File: config.mk
export PLATFORM = sky130hd
export DESIGN_NAME = streaming_dot_product
export DESIGN_NICKNAME = d
export VERILOG_FILES = /design/src/rtl/ipu_pkg.sv /design/src/rtl/ipu_pipe_adder_tree.sv /design/src/rtl/streaming_dot_product.sv
export SDC_FILE = /design/constraint.sdc
export NUM_CORES = 2
export LEC_CHECK = 0
export CAP_MARGIN = 20
export CORE_MARGIN = 2
export CORE_UTILIZATION = 45
export CTS_CLUSTER_DIAMETER = 50
export DETAILED_ROUTE_END_ITERATION = 16
export PLACE_DENSITY_LB_ADDON = 0.3
export SYNTH_ARGS = -nofsm -noshare
export SYNTH_HDL_FRONTEND = slang
export SYNTH_SLANG_ARGS = --single-unit
export TNS_END_PERCENT = 50
File: constraint.sdc
create_clock -name clk -period 14.6 [get_ports clk]
set_input_delay 3.65 -clock clk [delete_from_list [all_inputs] [get_ports clk]]
set_output_delay 3.65 -clock clk [all_outputs]
set_load 0.1 [all_outputs]
File: src/rtl/ipu_pkg.sv
// ipu_pkg: shared types and helpers for the streaming inner-product engine.
//   levels()      : adder-tree depth for a given lane count
//   beat_meta_t   : {valid, last, is_signed} carried alongside each beat
//   acc_state_e   : accumulator state (IDLE / ACCUM)
//   PROD_W        : product width for the default element width
package ipu_pkg;

  localparam int IN_W_DEFAULT = 8;
  localparam int PROD_W       = 2 * IN_W_DEFAULT;

  function automatic int levels(input int lanes);
    return $clog2(lanes);
  endfunction

  typedef struct packed {
    logic valid;
    logic last;
    logic is_signed;
  } beat_meta_t;

  typedef enum logic {
    IDLE  = 1'b0,
    ACCUM = 1'b1
  } acc_state_e;

endpackage

File: src/rtl/ipu_pipe_adder_tree.sv
// ipu_pipe_adder_tree: registered pairwise adder tree, one register level per
// tree level, with beat metadata delayed alongside. Products are extended to the
// full tree width per beat mode at the input, so every level adds at SW bits.
// Ports:
//   clk, rst       clock, asynchronous active-high reset
//   en             advance enable (low = hold everything)
//   prod           LANES products, lane i at [i*PW +: PW]
//   meta_in        metadata of the beat in prod
//   sum            tree result, SW = PW + levels(LANES) bits
//   meta_out       metadata aligned with sum
module ipu_pipe_adder_tree
  import ipu_pkg::*;
#(
  parameter int LANES = 4,
  parameter int PW    = PROD_W,
  localparam int L    = levels(LANES),
  localparam int SW   = PW + L
) (
  input  logic                  clk,
  input  logic                  rst,
  input  logic                  en,
  input  logic [LANES*PW-1:0]   prod,
  input  beat_meta_t            meta_in,
  output logic [SW-1:0]         sum,
  output beat_meta_t            meta_out
);

  // Heap layout: kid[0..LANES-2] are registered internal nodes (root at 0),
  // kid[LANES-1..2*LANES-2] are the extended input products.
  logic [SW-1:0] node [LANES-1];
  logic [SW-1:0] kid  [2*LANES-1];
  beat_meta_t    meta_q [L];

  always_comb begin
    for (int n = 0; n < 2*LANES-1; n++) kid[n] = '0;
    for (int n = 0; n < LANES-1; n++) kid[n] = node[n];
    for (int i = 0; i < LANES; i++) begin
      if (meta_in.is_signed) kid[LANES-1+i] = SW'($signed(prod[i*PW +: PW]));
      else                   kid[LANES-1+i] = SW'(prod[i*PW +: PW]);
    end
  end

  always_ff @(posedge clk or posedge rst) begin
    if (rst) begin
      for (int n = 0; n < LANES-1; n++) node[n] <= '0;
      for (int k = 0; k < L; k++) meta_q[k] <= '0;
    end else if (en) begin
      for (int n = 0; n < LANES-1; n++) node[n] <= kid[2*n+1] + kid[2*n+2];
      meta_q[0] <= meta_in;
      for (int k = 1; k < L; k++) meta_q[k] <= meta_q[k-1];
    end
  end

  assign sum      = kid[0];
  assign meta_out = meta_q[L-1];

endmodule

File: src/rtl/streaming_dot_product.sv
// streaming_dot_product: pipelined, handshaked inner-product engine.
// Multiplier stage -> registered adder tree -> accumulator/output stage.
// One result per vector (vector ends on in_last); latency levels(LANES)+2 clocks.
// Optional macro IPU_SATURATE_EN: clamping accumulation with sticky out_ovf;
// without it accumulation wraps modulo 2^ACC_W and out_ovf is 0.
// Ports:
//   clk, rst                     clock, asynchronous active-high reset
//   in_valid/in_ready            input beat handshake
//   in_a, in_b                   LANES operands each, lane i at [i*IN_W +: IN_W]
//   in_signed, in_last           per-beat mode, end-of-vector marker
//   out_valid/out_ready          result handshake
//   out_data, out_beats, out_ovf result, beat count (saturating), clamp flag
//
// Accumulator states:
//   state | meaning
//   IDLE  | no partial vector; next valid beat starts a new accumulation
//   ACCUM | mid-vector; valid beats add into acc_q
module streaming_dot_product
  import ipu_pkg::*;
#(
  parameter int LANES = 4,
  parameter int IN_W  = 8,
  parameter int ACC_W = 32,
  parameter int CNT_W = 16
) (
  input  logic                  clk,
  input  logic                  rst,
  input  logic                  in_valid,
  output logic                  in_ready,
  input  logic [LANES*IN_W-1:0] in_a,
  input  logic [LANES*IN_W-1:0] in_b,
  input  logic                  in_signed,
  input  logic                  in_last,
  output logic                  out_valid,
  input  logic                  out_ready,
  output logic [ACC_W-1:0]      out_data,
  output logic [CNT_W-1:0]      out_beats,
  output logic                  out_ovf
);

  localparam int L  = levels(LANES);
  localparam int PW = 2 * IN_W;
  localparam int SW = PW + L;

  logic stall, hs;
  assign stall    = out_valid & ~out_ready;
  assign in_ready = ~rst & ~stall;
  assign hs       = in_valid & in_ready;

  // Stage 0: lane products. The low PW bits of a two's-complement product equal
  // the unsigned product of the sign-extended operands.
  logic [LANES*PW-1:0] prod_d, prod_q;
  beat_meta_t          m0_q;

  always_comb begin
    logic [PW-1:0] xa, xb;
    prod_d = '0;
    for (int i = 0; i < LANES; i++) begin
      if (in_signed) begin
        xa = {{IN_W{in_a[i*IN_W+IN_W-1]}}, in_a[i*IN_W +: IN_W]};
        xb = {{IN_W{in_b[i*IN_W+IN_W-1]}}, in_b[i*IN_W +: IN_W]};
      end else begin
        xa = {{IN_W{1'b0}}, in_a[i*IN_W +: IN_W]};
        xb = {{IN_W{1'b0}}, in_b[i*IN_W +: IN_W]};
      end
      prod_d[i*PW +: PW] = xa * xb;
    end
  end

  always_ff @(posedge clk or posedge rst) begin
    if (rst) begin
      prod_q <= '0;
      m0_q   <= '0;
    end else if (!stall) begin
      prod_q <= prod_d;
      m0_q   <= '{valid: hs, last: in_last, is_signed: in_signed};
    end
  end

  logic [SW-1:0] tree_sum;
  beat_meta_t    tm;

  ipu_pipe_adder_tree #(
    .LANES (LANES),
    .PW    (PW)
  ) u_tree (
    .clk      (clk),
    .rst      (rst),
    .en       (~stall),
    .prod     (prod_q),
    .meta_in  (m0_q),
    .sum      (tree_sum),
    .meta_out (tm)
  );

  // Accumulator stage
  acc_state_e       state;
  logic [ACC_W-1:0] acc_q, base, beat_ext, acc_next;
  logic [CNT_W-1:0] cnt_q, cnt_next;
  logic             ovf_next;

  always_comb begin
    beat_ext = tm.is_signed ? ACC_W'($signed(tree_sum)) : ACC_W'(tree_sum);
    base     = (state == ACCUM) ? acc_q : '0;
    if (state == IDLE)  cnt_next = CNT_W'(1);
    else if (&cnt_q)    cnt_next = cnt_q;
    else                cnt_next = cnt_q + CNT_W'(1);
  end

`ifdef IPU_SATURATE_EN
  logic             ovf_q, out_ovf_q;
  logic [ACC_W:0]   wide;
  logic             clamp;

  // One extra bit of headroom detects overflow; clamp range follows the
  // current beat's mode.
  always_comb begin
    wide     = '0;
    clamp    = 1'b0;
    acc_next = '0;
    if (tm.is_signed) begin
      wide     = {base[ACC_W-1], base} + {beat_ext[ACC_W-1], beat_ext};
      clamp    = wide[ACC_W] ^ wide[ACC_W-1];
      acc_next = wide[ACC_W-1:0];
      if (clamp) acc_next = wide[ACC_W] ? {1'b1, {(ACC_W-1){1'b0}}}
                                        : {1'b0, {(ACC_W-1){1'b1}}};
    end else begin
      wide     = {1'b0, base} + {1'b0, beat_ext};
      clamp    = wide[ACC_W];
      acc_next = clamp ? '1 : wide[ACC_W-1:0];
    end
    ovf_next = clamp | ((state == ACCUM) & ovf_q);
  end

  assign out_ovf = out_ovf_q;
`else
  always_comb begin
    acc_next = base + beat_ext;
    ovf_next = 1'b0;
  end

  assign out_ovf = ovf_next;
`endif

  always_ff @(posedge clk or posedge rst) begin
    if (rst) begin
      state     <= IDLE;
      acc_q     <= '0;
      cnt_q     <= '0;
      out_valid <= 1'b0;
      out_data  <= '0;
      out_beats <= '0;
`ifdef IPU_SATURATE_EN
      ovf_q     <= 1'b0;
      out_ovf_q <= 1'b0;
`endif
    end else if (!stall) begin
      if (out_ready) out_valid <= 1'b0;
      if (tm.valid) begin
        acc_q <= acc_next;
        cnt_q <= cnt_next;
`ifdef IPU_SATURATE_EN
        ovf_q <= ovf_next;
`endif
        if (tm.last) begin
          state     <= IDLE;
          out_valid <= 1'b1;
          out_data  <= acc_next;
          out_beats <= cnt_next;
`ifdef IPU_SATURATE_EN
          out_ovf_q <= ovf_next;
`endif
        end else begin
          state <= ACCUM;
        end
      end
    end
  end

endmodule

==> results by group <==
Clock tree
  • Root Driver: clkbuf_16
  • Worst-Skew Late Latency: 0.56 ns
  • Buffer count from post-CTS setup fixing: 0
  • CTS tree: yes
  • Clock-pin slew of the registers on the worst-case setup and hold paths: 0.05 ns
  • # clock sinks: 225
  • Resized Gates After CTS: 0
  • TritonCTS buffer count: 31
  • Hold buffers post-CTS: 0
  • Clk buf depth: 3
  • Number of H-tree levels: 1

Floorplan
  • # IOs: 121
  • Die area: 61790 µm²
  • Core footprint: 59130 µm²
  • Die Ht: 248.6 µm
  • Site Rows: 89
  • Die Width: 248.6 µm
  • Initial Utilization: 0.4552

Placed design
  • GP Congestion: 0.8565
  • Detail Placement HPWL: 44.35 mm
  • I/O Buffers: 119
  • Placed inst area: 28780 µm²

Route
  • Final wirelength: 56.05 mm
  • Vias after detailed routing: 19781
  • ANT nets after route: 0
  • Routed WL per cell: 14.34 µm
  • Drt pass-1 iters: 11
  • DR vias/cell: 5.062
  • Drt drc: 8
  • DRT iter0 DRCs: 830

Synthesis
  • Synth async-reset ratio: 1.000
  • Avg Inst Size Synth: 8.825 µm²
  • Mapped cell area: 26920 µm²
  • Synth top area share: 0.2092
  • Seq/Total Area, Yosys: 0.2092
  • Post-synthesis register bit count: 225
  • Synthesized Nets: 3696
  • Mapped Cells: 3050
  • Netlist cell types: 73
  • Dominant cells by area after synthesis: dfrtp_1 21%, fa_1 21%, ha_1 14%
  • Number of enable flip-flop cells after synthesis: 0
  • Ys flop type: dfrtp_1
  • Dominant cell type by area after synthesis: dfrtp_1
  • Synth Warn #: 0

STA
  • Hold_ws: 0.4647 ns
  • Slew HR: 0.3184
  • Min cycle time layout: 9.578 ns
  • Pins over their slew limit: 0
  • Unrepaired setup endpoints after global routing: no
  • Final period util: 0.6560
  • Worst Skew: 0.02638 ns
  • # setup viols final: 0
  • Setup Total Neg Slack: 0 ns
  • Max Freq: 104.4 MHz
  • Final hold vios: 0
  • Worst Max-Slew Pin Slew: 1.019 ns

Outcome
  • Outcome: complete, but fails checks
  • Failing checks: design-rule violations

GRT
  • GRT Residual Overflow: 0
  • Vias in the first global route: 20367
  • Largest net degree at the start of global routing: 98
  • GRT Total Usage: 0.1889
  • Antenna violations before repair: 1
  • First-pass GRT wire length: 99.03 mm

Power
  • Power, Total: 6624 µW
  • LEAKAGE: 0.01466 µW
  • Pwr Density: 221.7 nW/µm²
  • Worst vdd ir: 0.0001146 V

Setup path
  • Crit end category: output port
  • CP Launch Type: input pin
  • Critical path class: input pin to output port
  • Worst Path Required: 10.95 ns
  • Worst-path maximum fanout: 68
  • Crit path arrival time: 5.93 ns

Final layout
  • Reg area: 5630 µm²
  • Most frequent cells in the layout: 479 x inv_1, 368 x nand2_1, 298 x ha_1
  • Area grow syn2layout: 10.99%
  • Fill count: 5600
  • Most common cell after layout, fill and taps aside: inv_1
  • Cell area after layout: 29870 µm²
  • Layout net count: 3756
  • Layout cells sized above 1: 0.03829
  • Multi-input gate area: 19110 µm²

Hold path
  • Worst hold path class: flop to flop

Run
  • Max-cap violations: 0
[state kept, by name (all words and copies together) (netlist names)]
| signal | cells |
|---|---|
| acc_q | 32 |
| cnt_q | 16 |
| m0_q | 3 |
| out_beats | 16 |
| out_data | 32 |
| out_valid | 1 |
| prod_q | 64 |
| state | 1 |
| u_tree.kid | 36 |
| u_tree.meta_out | 3 |
| u_tree.meta_q | 3 |
| u_tree.sum | 18 |
[cell type report]
| class | instances | share of cell area |
|---|---|---|
| antenna | 1 | 0.00008376 |
| clock inverter | 16 | 0.007999 |
| sequential | 225 | 0.1885 |
| clock buffer | 41 | 0.02856 |
| timing repair buffer | 129 | 0.04222 |
| inverter | 480 | 0.06056 |
| multi-input combinational | 2243 | 0.6397 |
| tap | 773 | 0.03237 |
[layer usage]
metal | wire (µm) | GRT usage
met5 | 0 | 0
met4 | 1290 | 0.04433
met3 | 1528 | 0.01445
met2 | 26880 | 0.3247
met1 | 26350 | 0.2599
[synthesized netlist by cell type (68+ instances only)]
cell type / count
xor2_1: 68
ha_1: 298
xnor2_1: 150
nor2_1: 134
nand2_1: 370
o21ai_0: 113
a21oi_1: 157
inv_1: 480
and2_1: 247
fa_1: 278
dfrtp_1: 225
clkbuf_1: 91
[worst max-delay path, cell delays in order]
cell and delay, ns:
clkdlybuf4s50_1 0.54, nor2b_4 0.05, buf_4 0.32, nor2_1 0.17, clkdlybuf4s50_1 1.15
[power by group]
| group | switching, µW | leakage, µW | total (µW) | internal (µW) |
|---|---|---|---|---|
| Combinational | 2720 | 0.0114 | 4690 | 1960 |
| Sequential | 204 | 0.00273 | 1150 | 945 |
| Clock | 288 | 0.000523 | 789 | 501 |
[cells by family after synthesis]
group | share of synthesized area
adders and majority gates | 0.3453
buffers and inverters | 0.08153
AOI/OAI and AO/OA | 0.1053
DFF | 0.2092
other | 0.0001393
xor gates and xnor gates | 0.07093
muxes | 0.01339
and+or+nand+nor | 0.1742
[stage by stage]
stage / std cells / setup slack, ns / utilization
6_report: 3908 / 5.022 / 0.5052
5_1_grt: 3908 / 4.908 / 0.5052
4_1_cts: 3907 / 4.980 / 0.5052
3_5_place_dp: 3850 / 4.989 / 0.4867
3_3_place_gp: 3850 / 4.979 / 0.4867
2_1_floorplan: 3050 / 4.769 / -
[worst paths after layout]
path,startpoint,end,slack (ns),cells after the start
max,out_ready,in_ready,5.02,5
min,u_tree.meta_q[5],u_tree.meta_q[5],0.46,2
max reg2reg,state,out_data[28],11.11,11
min reg2reg,u_tree.meta_q[5],u_tree.meta_q[5],0.46,2
max in group asynchronous,rst,out_data[26],9.51,3
min in group asynchronous,rst,prod_q[47],3.64,2
(Power assumes the default switching activity.)
